## src/rtl/uart_pkg.sv

```systemverilog
// Shared types and defaults for the UART transmit feeder.
package uart_pkg;

  localparam int DEFAULT_DEPTH = 16;
  localparam int DEFAULT_GUARD = 400;

  typedef enum logic [2:0] {
    ST_IDLE,
    ST_LOAD,
    ST_STROBE,
    ST_WAIT_ACK,
    ST_WAIT_DONE,
    ST_GUARD,
    ST_CKSUM
  } feeder_state_e;

  function automatic int level_width(input int depth);
    return $clog2(depth) + 1;
  endfunction

endpackage

```

## src/rtl/sync_byte_fifo.sv

```systemverilog
// Synchronous FIFO with registered read data; a pop makes the head entry
// available on pop_dat in the following cycle.
module sync_byte_fifo
  import uart_pkg::*;
#(
  parameter int WIDTH = 9,
  parameter int DEPTH = DEFAULT_DEPTH
) (
  input  logic                          sys_clk_i,
  input  logic                          sys_rst_n_i,
  input  logic                          push,
  input  logic [WIDTH-1:0]              push_dat,
  input  logic                          pop,
  output logic [WIDTH-1:0]              pop_dat,
  output logic                          full,
  output logic                          empty,
  output logic [level_width(DEPTH)-1:0] level
);

  localparam int AW = $clog2(DEPTH);
  localparam int LW = level_width(DEPTH);
  localparam logic [LW-1:0] LVL_FULL = LW'(DEPTH);

  logic [WIDTH-1:0] mem [DEPTH];
  logic [AW-1:0]    wr_ptr;
  logic [AW-1:0]    rd_ptr;
  logic             do_push;
  logic             do_pop;

  assign full    = (level == LVL_FULL);
  assign empty   = (level == '0);
  assign do_push = push && !full;
  assign do_pop  = pop && !empty;

  always_ff @(posedge sys_clk_i) begin
    if (do_push) mem[wr_ptr] <= push_dat;
  end

  // Power-of-two depth lets the pointers wrap by natural overflow.
  always_ff @(posedge sys_clk_i or negedge sys_rst_n_i) begin
    if (!sys_rst_n_i) begin
      wr_ptr  <= '0;
      rd_ptr  <= '0;
      level   <= '0;
      pop_dat <= '0;
    end else begin
      if (do_push) wr_ptr <= wr_ptr + AW'(1);
      if (do_pop) begin
        rd_ptr  <= rd_ptr + AW'(1);
        pop_dat <= mem[rd_ptr];
      end
      case ({do_push, do_pop})
        2'b10:   level <= level + LW'(1);
        2'b01:   level <= level - LW'(1);
        default: level <= level;
      endcase
    end
  end

endmodule

```

## src/rtl/uart_tx_feeder.sv

```systemverilog
// Buffers bytes for the UART transmitter, paces write strobes against its
// busy flag and optionally appends an XOR checksum after each packet.
//
// state     | meaning
// IDLE      | wait for a queued byte and an idle transmitter, then pop
// LOAD      | present popped byte, fold it into the checksum
// STROBE    | one-cycle write strobe to the transmitter
// WAIT_ACK  | wait for transmitter busy to rise (bounded)
// WAIT_DONE | wait for transmitter busy to fall
// GUARD     | idle gap before the next byte
// CKSUM     | present the packet checksum as the next byte
module uart_tx_feeder
  import uart_pkg::*;
#(
  parameter int DEPTH        = DEFAULT_DEPTH,
  parameter int GUARD_CYCLES = DEFAULT_GUARD,
  parameter int ACK_TIMEOUT  = 4,
  parameter bit CKSUM_EN     = 1'b1
) (
  input  logic                          sys_clk_i,
  input  logic                          sys_rst_n_i,
  input  logic                          wr_en_i,
  input  logic [7:0]                    wr_dat_i,
  input  logic                          pkt_end_i,
  input  logic                          clr_ovf_i,
  output logic                          full_o,
  output logic [level_width(DEPTH)-1:0] level_o,
  output logic                          overflow_o,
  output logic                          busy_o,
  output logic                          uart_wr_o,
  output logic [7:0]                    uart_dat_o,
  input  logic                          uart_busy_i
);

  localparam int GW = $clog2(GUARD_CYCLES + 1);
  localparam int AW = (ACK_TIMEOUT > 2) ? $clog2(ACK_TIMEOUT) : 1;
  localparam logic [GW-1:0] GUARD_LOAD = GW'(GUARD_CYCLES - 1);
  // The strobe cycle counts as the first elapsed clock of the ack window.
  localparam logic [AW-1:0] ACK_LAST = AW'(ACK_TIMEOUT - 2);

  feeder_state_e state;
  feeder_state_e state_nxt;
  logic [8:0]    fifo_rd;
  logic          fifo_pop;
  logic          fifo_empty;
  logic [GW-1:0] guard_cnt;
  logic [AW-1:0] ack_cnt;
  logic [7:0]    cks;
  logic          end_flag;
  logic          cks_cur;

  sync_byte_fifo #(
    .WIDTH(9),
    .DEPTH(DEPTH)
  ) u_fifo (
    .sys_clk_i  (sys_clk_i),
    .sys_rst_n_i(sys_rst_n_i),
    .push       (wr_en_i),
    .push_dat   ({pkt_end_i, wr_dat_i}),
    .pop        (fifo_pop),
    .pop_dat    (fifo_rd),
    .full       (full_o),
    .empty      (fifo_empty),
    .level      (level_o)
  );

  assign uart_wr_o = (state == ST_STROBE);
  assign busy_o    = !fifo_empty || (state != ST_IDLE);

  always_ff @(posedge sys_clk_i or negedge sys_rst_n_i) begin
    if (!sys_rst_n_i) state <= ST_IDLE;
    else              state <= state_nxt;
  end

  always_comb begin
    state_nxt = state;
    fifo_pop  = 1'b0;
    case (state)
      ST_IDLE: begin
        if (!fifo_empty && !uart_busy_i) begin
          fifo_pop  = 1'b1;
          state_nxt = ST_LOAD;
        end
      end
      ST_LOAD:   state_nxt = ST_STROBE;
      ST_STROBE: state_nxt = ST_WAIT_ACK;
      ST_WAIT_ACK: begin
        if (uart_busy_i)             state_nxt = ST_WAIT_DONE;
        else if (ack_cnt == ACK_LAST) state_nxt = ST_GUARD;
      end
      ST_WAIT_DONE: begin
        if (!uart_busy_i) state_nxt = ST_GUARD;
      end
      ST_GUARD: begin
        if (guard_cnt == '0) state_nxt = (end_flag && !cks_cur) ? ST_CKSUM : ST_IDLE;
      end
      ST_CKSUM: state_nxt = ST_STROBE;
      default:  state_nxt = ST_IDLE;
    endcase
  end

  always_ff @(posedge sys_clk_i or negedge sys_rst_n_i) begin
    if (!sys_rst_n_i) begin
      guard_cnt <= '0;
      ack_cnt   <= '0;
    end else begin
      if (state != ST_GUARD && state_nxt == ST_GUARD) guard_cnt <= GUARD_LOAD;
      else if (state == ST_GUARD && guard_cnt != '0)  guard_cnt <= guard_cnt - GW'(1);
      if (state == ST_STROBE)        ack_cnt <= '0;
      else if (state == ST_WAIT_ACK) ack_cnt <= ack_cnt + AW'(1);
    end
  end

  always_ff @(posedge sys_clk_i or negedge sys_rst_n_i) begin
    if (!sys_rst_n_i) begin
      uart_dat_o <= '0;
      cks        <= '0;
      end_flag   <= 1'b0;
      cks_cur    <= 1'b0;
    end else begin
      case (state)
        ST_LOAD: begin
          uart_dat_o <= fifo_rd[7:0];
          cks        <= cks ^ fifo_rd[7:0];
          end_flag   <= CKSUM_EN & fifo_rd[8];
        end
        ST_CKSUM: begin
          uart_dat_o <= cks;
          cks        <= '0;
          end_flag   <= 1'b0;
          cks_cur    <= 1'b1;
        end
        ST_GUARD: begin
          if (state_nxt == ST_IDLE) cks_cur <= 1'b0;
        end
        default: ;
      endcase
    end
  end

  // A push attempted while full wins over a same-cycle clear.
  always_ff @(posedge sys_clk_i or negedge sys_rst_n_i) begin
    if (!sys_rst_n_i)           overflow_o <= 1'b0;
    else if (wr_en_i && full_o) overflow_o <= 1'b1;
    else if (clr_ovf_i)         overflow_o <= 1'b0;
  end

endmodule

```

## config.mk

```make
export PLATFORM = sky130hd
export DESIGN_NAME = uart_tx_feeder
export DESIGN_NICKNAME = d
export VERILOG_FILES = /design/src/rtl/uart_pkg.sv /design/src/rtl/sync_byte_fifo.sv /design/src/rtl/uart_tx_feeder.sv
export SDC_FILE = /design/constraint.sdc
export NUM_CORES = 1
export LEC_CHECK = 0
export CAP_MARGIN = 25
export CORE_UTILIZATION = 55
export CTS_BUF_LIST = sky130_fd_sc_hd__clkbuf_4
export DETAILED_ROUTE_END_ITERATION = 8
export PLACE_DENSITY = 0.73
export RECOVER_POWER = 25
export SLEW_MARGIN = 20
export SYNTH_ARGS = -nofsm -noshare
export SYNTH_HDL_FRONTEND = slang
export SYNTH_SLANG_ARGS = --single-unit
```

## constraint.sdc

```tcl
create_clock -name sys_clk_i -period 9.1 [get_ports sys_clk_i]
set_clock_uncertainty 0.15 [all_clocks]
set_input_delay 0.91 -clock sys_clk_i [delete_from_list [all_inputs] [get_ports sys_clk_i]]
set_output_delay 0.91 -clock sys_clk_i [all_outputs]
set_load 0.03 [all_outputs]
```

# ---- Word level (Yosys, flattened, before mapping)
# Memories as Yosys holds them, arrays and structs flattened. A register that Yosys moved wholly into a read port is not among the register bits.
# Cells that the tools add are included.
dict set report op_classes {
  muxes 23
  n_reduce_logical 27
  n_addsub 6
  bitwise_logic 1
  n_eq_ne 13
}
# operator count
set op_table {}
lappend op_table {{$pmux W8 S2} 2}
lappend op_table {{$mux W3} 6}
lappend op_table {{$mux W9} 2}
lappend op_table {{$pmux W3 S6} 1}
lappend op_table {{$eq A3 B3 Y1 const B} 4}
lappend op_table {{$reduce_bool A2 Y1} 6}
lappend op_table {{$pmux W5 S2} 1}
lappend op_table {{$logic_not A9 Y1} 1}
lappend op_table {{$reduce_bool A9 Y1} 1}
lappend op_table {{$sub A9 B1 Y9 const B} 1}
lappend op_table {{$add A4 B1 Y4 const B} 2}
lappend op_table {{$xor A8 B8 Y8} 1}
lappend op_table {{$logic_and A1 B1 Y1} 7}
lappend op_table {{$mux W1} 7}
lappend op_table {{$eq A3 B2 Y1 const B} 2}
lappend op_table {{$logic_not A3 Y1} 2}
lappend op_table {{$add A5 B1 Y5 const B} 1}
lappend op_table {{$eq A5 B5 Y1 const B} 1}
lappend op_table {{$logic_not A1 Y1} 5}
lappend op_table {{$logic_not A5 Y1} 1}
lappend op_table {{$sub A5 B1 Y5 const B} 1}
lappend op_table {{$eq A2 B2 Y1 const B} 2}
lappend op_table {{$mux W2} 2}
lappend op_table {{$pmux W1 S2} 2}
lappend op_table {{other kinds (9)} 9}
dict set report word_totals {
  wordCells 82
  regBits 46
  n_memories 1
  out_inout_bits 17
  in_bits 14
  ramBits 144
}
# name depth width read_ports rd_clocked_by_memory_dff write_ports line_no
set mem_list {}
lappend mem_list {u_fifo.mem 16 9 1 1 1 sync_byte_fifo.sv:24} ;# logic [WIDTH-1:0] mem [DEPTH];

# ---- Longest topological paths before layout
dict set report depth {
  depth_word 8
  mapped_depth 13
  mapped_depth_nobuf 12
}

# ---- Modules after synthesis
# From an unflattened synthesis, not the netlist that was laid out.
dict set report unflattened {
  hier_cells 539
  hier_area_um2 8468.1
}
# mod cells_per_inst area_per_inst_um2 seq_area_each_um2 instances
set by_module_without_submodules {}
lappend by_module_without_submodules {sync_byte_fifo 344 6595.1 4874.7 1}
lappend by_module_without_submodules {uart_tx_feeder 195 1873.0 825.8 1}

# ---- Worst setup path before layout
# No wires, ideal clock.
dict set report synth_path {
  kind {input-to-reg}
  start {input uart_busy_i}
  end {register u_fifo.level[4]}
  cell_stages 11
  t_required_ns 8.816
  setup_ns 0.134
  path_slack_ns 5.310
  n_path_buf 1
  arrival_ns 3.506
  path_cell_list {or4_1 > a21oi_1 > clkbuf_1 > ha_1 > inv_1 > fa_1 > nor2b_1 > o21ai_0 > nand3_1 > or3b_2 > xnor2_1}
}
dict set report synth_via {
  elab_chain_cells 7
  word_cells_on_any_way 9
  classes_between {2 x eq/ne; 3 x mux; 4 x reduce/logical}
}
# item line_no
set synth_lines {}
lappend synth_lines {{from (decl)} uart_tx_feeder.sv:32} ;# input logic uart_busy_i
lappend synth_lines {{$logic_not A1 Y1 (*)} --}
lappend synth_lines {{$logic_and A1 B1 Y1 (*)} uart_tx_feeder.sv:80} ;# if (!fifo_empty && !uart_busy_i) begin
lappend synth_lines {{$mux W1 (*)} uart_tx_feeder.sv:80}
lappend synth_lines {{$mux W1 (*)} uart_tx_feeder.sv:78} ;# case (state)
lappend synth_lines {{$logic_and A1 B1 Y1 (*)} sync_byte_fifo.sv:33} ;# assign do_pop = pop && !empty;
lappend synth_lines {{named net u_fifo.do_pop} sync_byte_fifo.sv:28} ;# logic do_pop;
lappend synth_lines {{$eq A2 B1 Y1 / $eq A2 B2 Y1 (equally long branches)} sync_byte_fifo.sv:52} ;# case ({do_push, do_pop})
lappend synth_lines {{$pmux W5 S2 / $reduce_bool A2 Y1 (equally long branches)} --}
lappend synth_lines {{to (signal assigned)} sync_byte_fifo.sv:53} ;# 2'b10: level <= level + LW'(1);
lappend synth_lines {{to (signal assigned)} sync_byte_fifo.sv:54} ;# 2'b01: level <= level - LW'(1);
lappend synth_lines {{to (signal assigned)} sync_byte_fifo.sv:55} ;# default: level <= level;
lappend synth_lines {{to (decl)} sync_byte_fifo.sv:17} ;# output logic [level_width(DEPTH)-1:0] level
# Mark *: on every way through the listed nets, which the timed path passes. The rest lies on a longest branch.
# A chain may end at the register's enable or synchronous reset.

# ---- Final worst setup path
dict set report layout_path {
  start {register u_fifo.level[0]}
  end {output full_o}
}
dict set report layout_via {
  elab_chain_cells 1
}
# item line_no
set layout_lines {}
lappend layout_lines {{$eq A5 B5 Y1} sync_byte_fifo.sv:30} ;# assign full = (level == LVL_FULL);
lappend layout_lines {{to (decl)} uart_tx_feeder.sv:26} ;# output logic full_o,
# No other way between the ends.

==> flow_metrics.env <==
export IMPL_finalNetCount=562
export IMPL_dieArea_sq_um=15300
export IMPL_r2r_start="u_fifo.level[0]"
export IMPL_r2r_cells=12
export IMPL_core_area_sq_um=14500
export IMPL_synth_edf_count=144
export IMPL_syn2layout_area_growth_pct=9.72
export IMPL_finalMaxSlewViolations=56
export IMPL_syn_area_sq_um=8130
export IMPL_vdd_ir_drop_max_mv=0.185
export IMPL_maxCapViolCount=1
export IMPL_setup_viol=0
export IMPL_avgViaCountPerCell=5.97
export IMPL_ios=31
export IMPL_path_cells="nor4_1 -> nand2_1 -> inv_1 -> clkdlybuf4s50_1"
export IMPL_n_antenna_cell=0
export IMPL_ctsResizeCount=0
export IMPL_crit_type="reg -> out"
export IMPL_cellLeakagePower_uw=0.00306
export IMPL_htree_levels=4
export IMPL_row_count=44
export IMPL_final_cell_mix="edfxtp_1 (144), dfrtp_1 (54), mux4_2 (36)"
export IMPL_seq_area_frac_synth=0.702
export IMPL_violations="max-capacitance violations, max-slew violations"
export IMPL_final_layout_size_suffix_gt1_frac=0.186
export IMPL_drc=0
export IMPL_async_flop_share=0.276
export IMPL_ys_types=42
export IMPL_p_per_area_nw_per_um2=291
export IMPL_cp_arrival_ns=2.67
export IMPL_dp_cells=698
export IMPL_initial_core_util=0.561
export IMPL_worstSetupEndpointType="output pin"
export IMPL_layout_commonest_cell="edfxtp_1"
export IMPL_slowest_stage="clkdlybuf4s50_1"
export IMPL_hold_viol_final=0
export IMPL_final_cells=732
export IMPL_postRouteAntennaNets=0
export IMPL_setup_tns_final_ns=0
export IMPL_antenna_found_initial=0
export IMPL_hold_class="reg -> reg"
export IMPL_crit_start="u_fifo.level[0]"
export IMPL_slowest_delay_ns=0.68
export IMPL_cts_sinks=199
export IMPL_grt_overflow_total=0
export IMPL_syn_area_per_cell_sq_um=16.2
export IMPL_clockBufferDepth=2
export IMPL_dpl_hpwl_um=9760
export IMPL_first_pass_iters=5
export IMPL_die_h_um=124
export IMPL_fin_crit_sh=0.410
export IMPL_place_congestion=0.803
export IMPL_status="complete, but fails checks"
export IMPL_clkTransAtPathRegs_ns=0.16
export IMPL_io_buffers=30
export IMPL_grt_max_degree=56
export IMPL_numCtsBuffers=17
export IMPL_dr_first_iter_drc_count=397
export IMPL_dieWidth_um=124
export IMPL_clk_latency_ns=0.60
export IMPL_r2r_end="u_fifo.level[4]"
export IMPL_grt_pass1_wl_um=23700
export IMPL_cp_start_kind="register"
export IMPL_cts_hold_buf=0
export IMPL_cp_required_ns=8.04
export IMPL_ys_flop_type="edfxtp_1"
export IMPL_clock_fmax_mhz=268
export IMPL_ys_ff_latch=199
export IMPL_finalPower_uw=2600
export IMPL_crit_fanout=5
export IMPL_yosysWarnings=0
export IMPL_period_needed_ns=3.73
export IMPL_reg2reg_slack_ns=5.52
export IMPL_tritoncts="yes"
export IMPL_cts_root_buf="clkbuf_4"
export IMPL_grt_total_usage=0.220
export IMPL_syn_nets=529
export IMPL_max_slew_margin=-0.929
export IMPL_postSynthCellCount=502
export IMPL_rsz0062_at_grt="no"
export IMPL_grt_pass1_vias=4375
export IMPL_routed_wl_um=15000
export IMPL_wl_per_cell_um=20.5
export IMPL_worst_slew_pin_slew_ns=2.89
export IMPL_num_vias=4369
export IMPL_postCtsSetupBuffers=0
export IMPL_endpoint="full_o"
[report_power, final]
part,internal [uW],switching (uW)
registers,1140,126
clock network,132,341
logic,383,475
total,1660,942
[synthesized netlist by cell type (2+ instances only)]
| master | instances | area, sq um |
|---|---|---|
| a31oi_1 | 3 | 18.8 |
| a22o_1 | 2 | 17.5 |
| edfxtp_1 | 144 | 4320 |
| nand2_1 | 34 | 128 |
| nand4_1 | 3 | 18.8 |
| o31ai_1 | 2 | 15.0 |
| mux4_2 | 36 | 811 |
| nand3_1 | 8 | 40.0 |
| xnor2_1 | 12 | 105 |
| nor4_1 | 3 | 18.8 |
| nor2_1 | 35 | 131 |
| buf_2 | 5 | 25.0 |
| dfrtp_1 | 55 | 1380 |
| ha_1 | 12 | 150 |
| inv_1 | 13 | 48.8 |
| nor3_1 | 7 | 35.0 |
| clkbuf_1 | 15 | 56.3 |
| nand2_2 | 4 | 25.0 |
| xor2_1 | 6 | 52.6 |
| mux2_2 | 10 | 113 |
| nand3b_1 | 3 | 22.5 |
| and2_1 | 3 | 18.8 |
| nand2b_1 | 6 | 37.5 |
| o21ai_0 | 22 | 110 |
| a21oi_1 | 16 | 80.1 |
| o22ai_1 | 24 | 150 |
| buf_1 | 3 | 11.3 |
| or4_4 | 2 | 22.5 |
[worst max-delay path: cells and delay by family (launching register included)]
family | cells | cell delay, ns
flops | 1 | 0.47
simple gates | 2 | 0.81
buf+inv | 2 | 0.80
[final cells by class]
| class | instances | area, sq um |
|---|---|---|
| Inverter | 13 | 48.8 |
| Tap cell | 184 | 230 |
| Multi-Input combinational cell | 266 | 2290 |
| Clock buffer | 17 | 128 |
| Sequential cell | 199 | 5700 |
| Clock inverter | 15 | 169 |
| Timing Repair Buffer | 38 | 352 |
| Fill cell | 1039 | 5560 |
[how the worst min path moves through the flow]
stage | slack (ns) | cells past startpoint | endpoint | start
2_1_floorplan | 0.30 | 2 | ack_cnt[0] | ack_cnt[0]
3_3_place_gp | 0.32 | 2 | ack_cnt[0] | ack_cnt[0]
3_5_place_dp | 0.32 | 2 | ack_cnt[0] | ack_cnt[0]
4_1_cts | 0.24 | 2 | u_fifo.wr_ptr[1] | sys_rst_n_i
5_1_grt | 0.38 | 1 | cks[7] | cks[7]
6_report | 0.34 | 1 | cks[2] | cks[2]
[per-layer routing]
layer / global-route usage / vias up / share of wire
li1: - / 1988 / -
met1: 0.276 / 2243 / 0.42
met2: 0.382 / 124 / 0.52
met3: 0.0494 / 14 / 0.048
met4: 0.0685 / 0 / 0.013
met5: 0 / - / 0
[flip-flops by register name, indices dropped and copies added, names as in the netlist, 2 cells and up]
register / cells
cks: 8
u_fifo.pop_dat: 9
u_fifo.rd_ptr: 4
u_fifo.level: 5
uart_dat_o: 8
state: 3
ack_cnt: 2
u_fifo.mem: 144
guard_cnt: 9
u_fifo.wr_ptr: 4
[kinds of logic (layout without fill, tap and decap cells)]
group,count (synthesis),count (layout),share of synthesized area
flip-flops,199,199,0.702
AND/OR/NAND/NOR,116,116,0.0711
AO/OA/AOI/OAI,73,73,0.0545
multiplexers,46,46,0.114
buffers and inverters,37,83,0.0188
XOR/XNOR,18,18,0.0194
adder cells (fa/ha/maj),13,13,0.0209
[through the flow]
| step | hold slack (ns) | instance area, sq um | utilization | worst slack [ns] |
|---|---|---|---|---|
| 2_1_floorplan | 0.300 | 8130 | - | 5.31 |
| 4_1_cts | 0.242 | 8900 | 0.615 | 5.28 |
| 5_1_grt | 0.379 | 8910 | 0.616 | 5.06 |
| 3_3_place_gp | 0.316 | 8610 | 0.594 | 5.00 |
| 6_report | 0.343 | 8910 | 0.616 | 5.37 |
| 3_5_place_dp | 0.322 | 8610 | 0.594 | 4.91 |
Note: power is estimated with default switching activity, not from simulation.
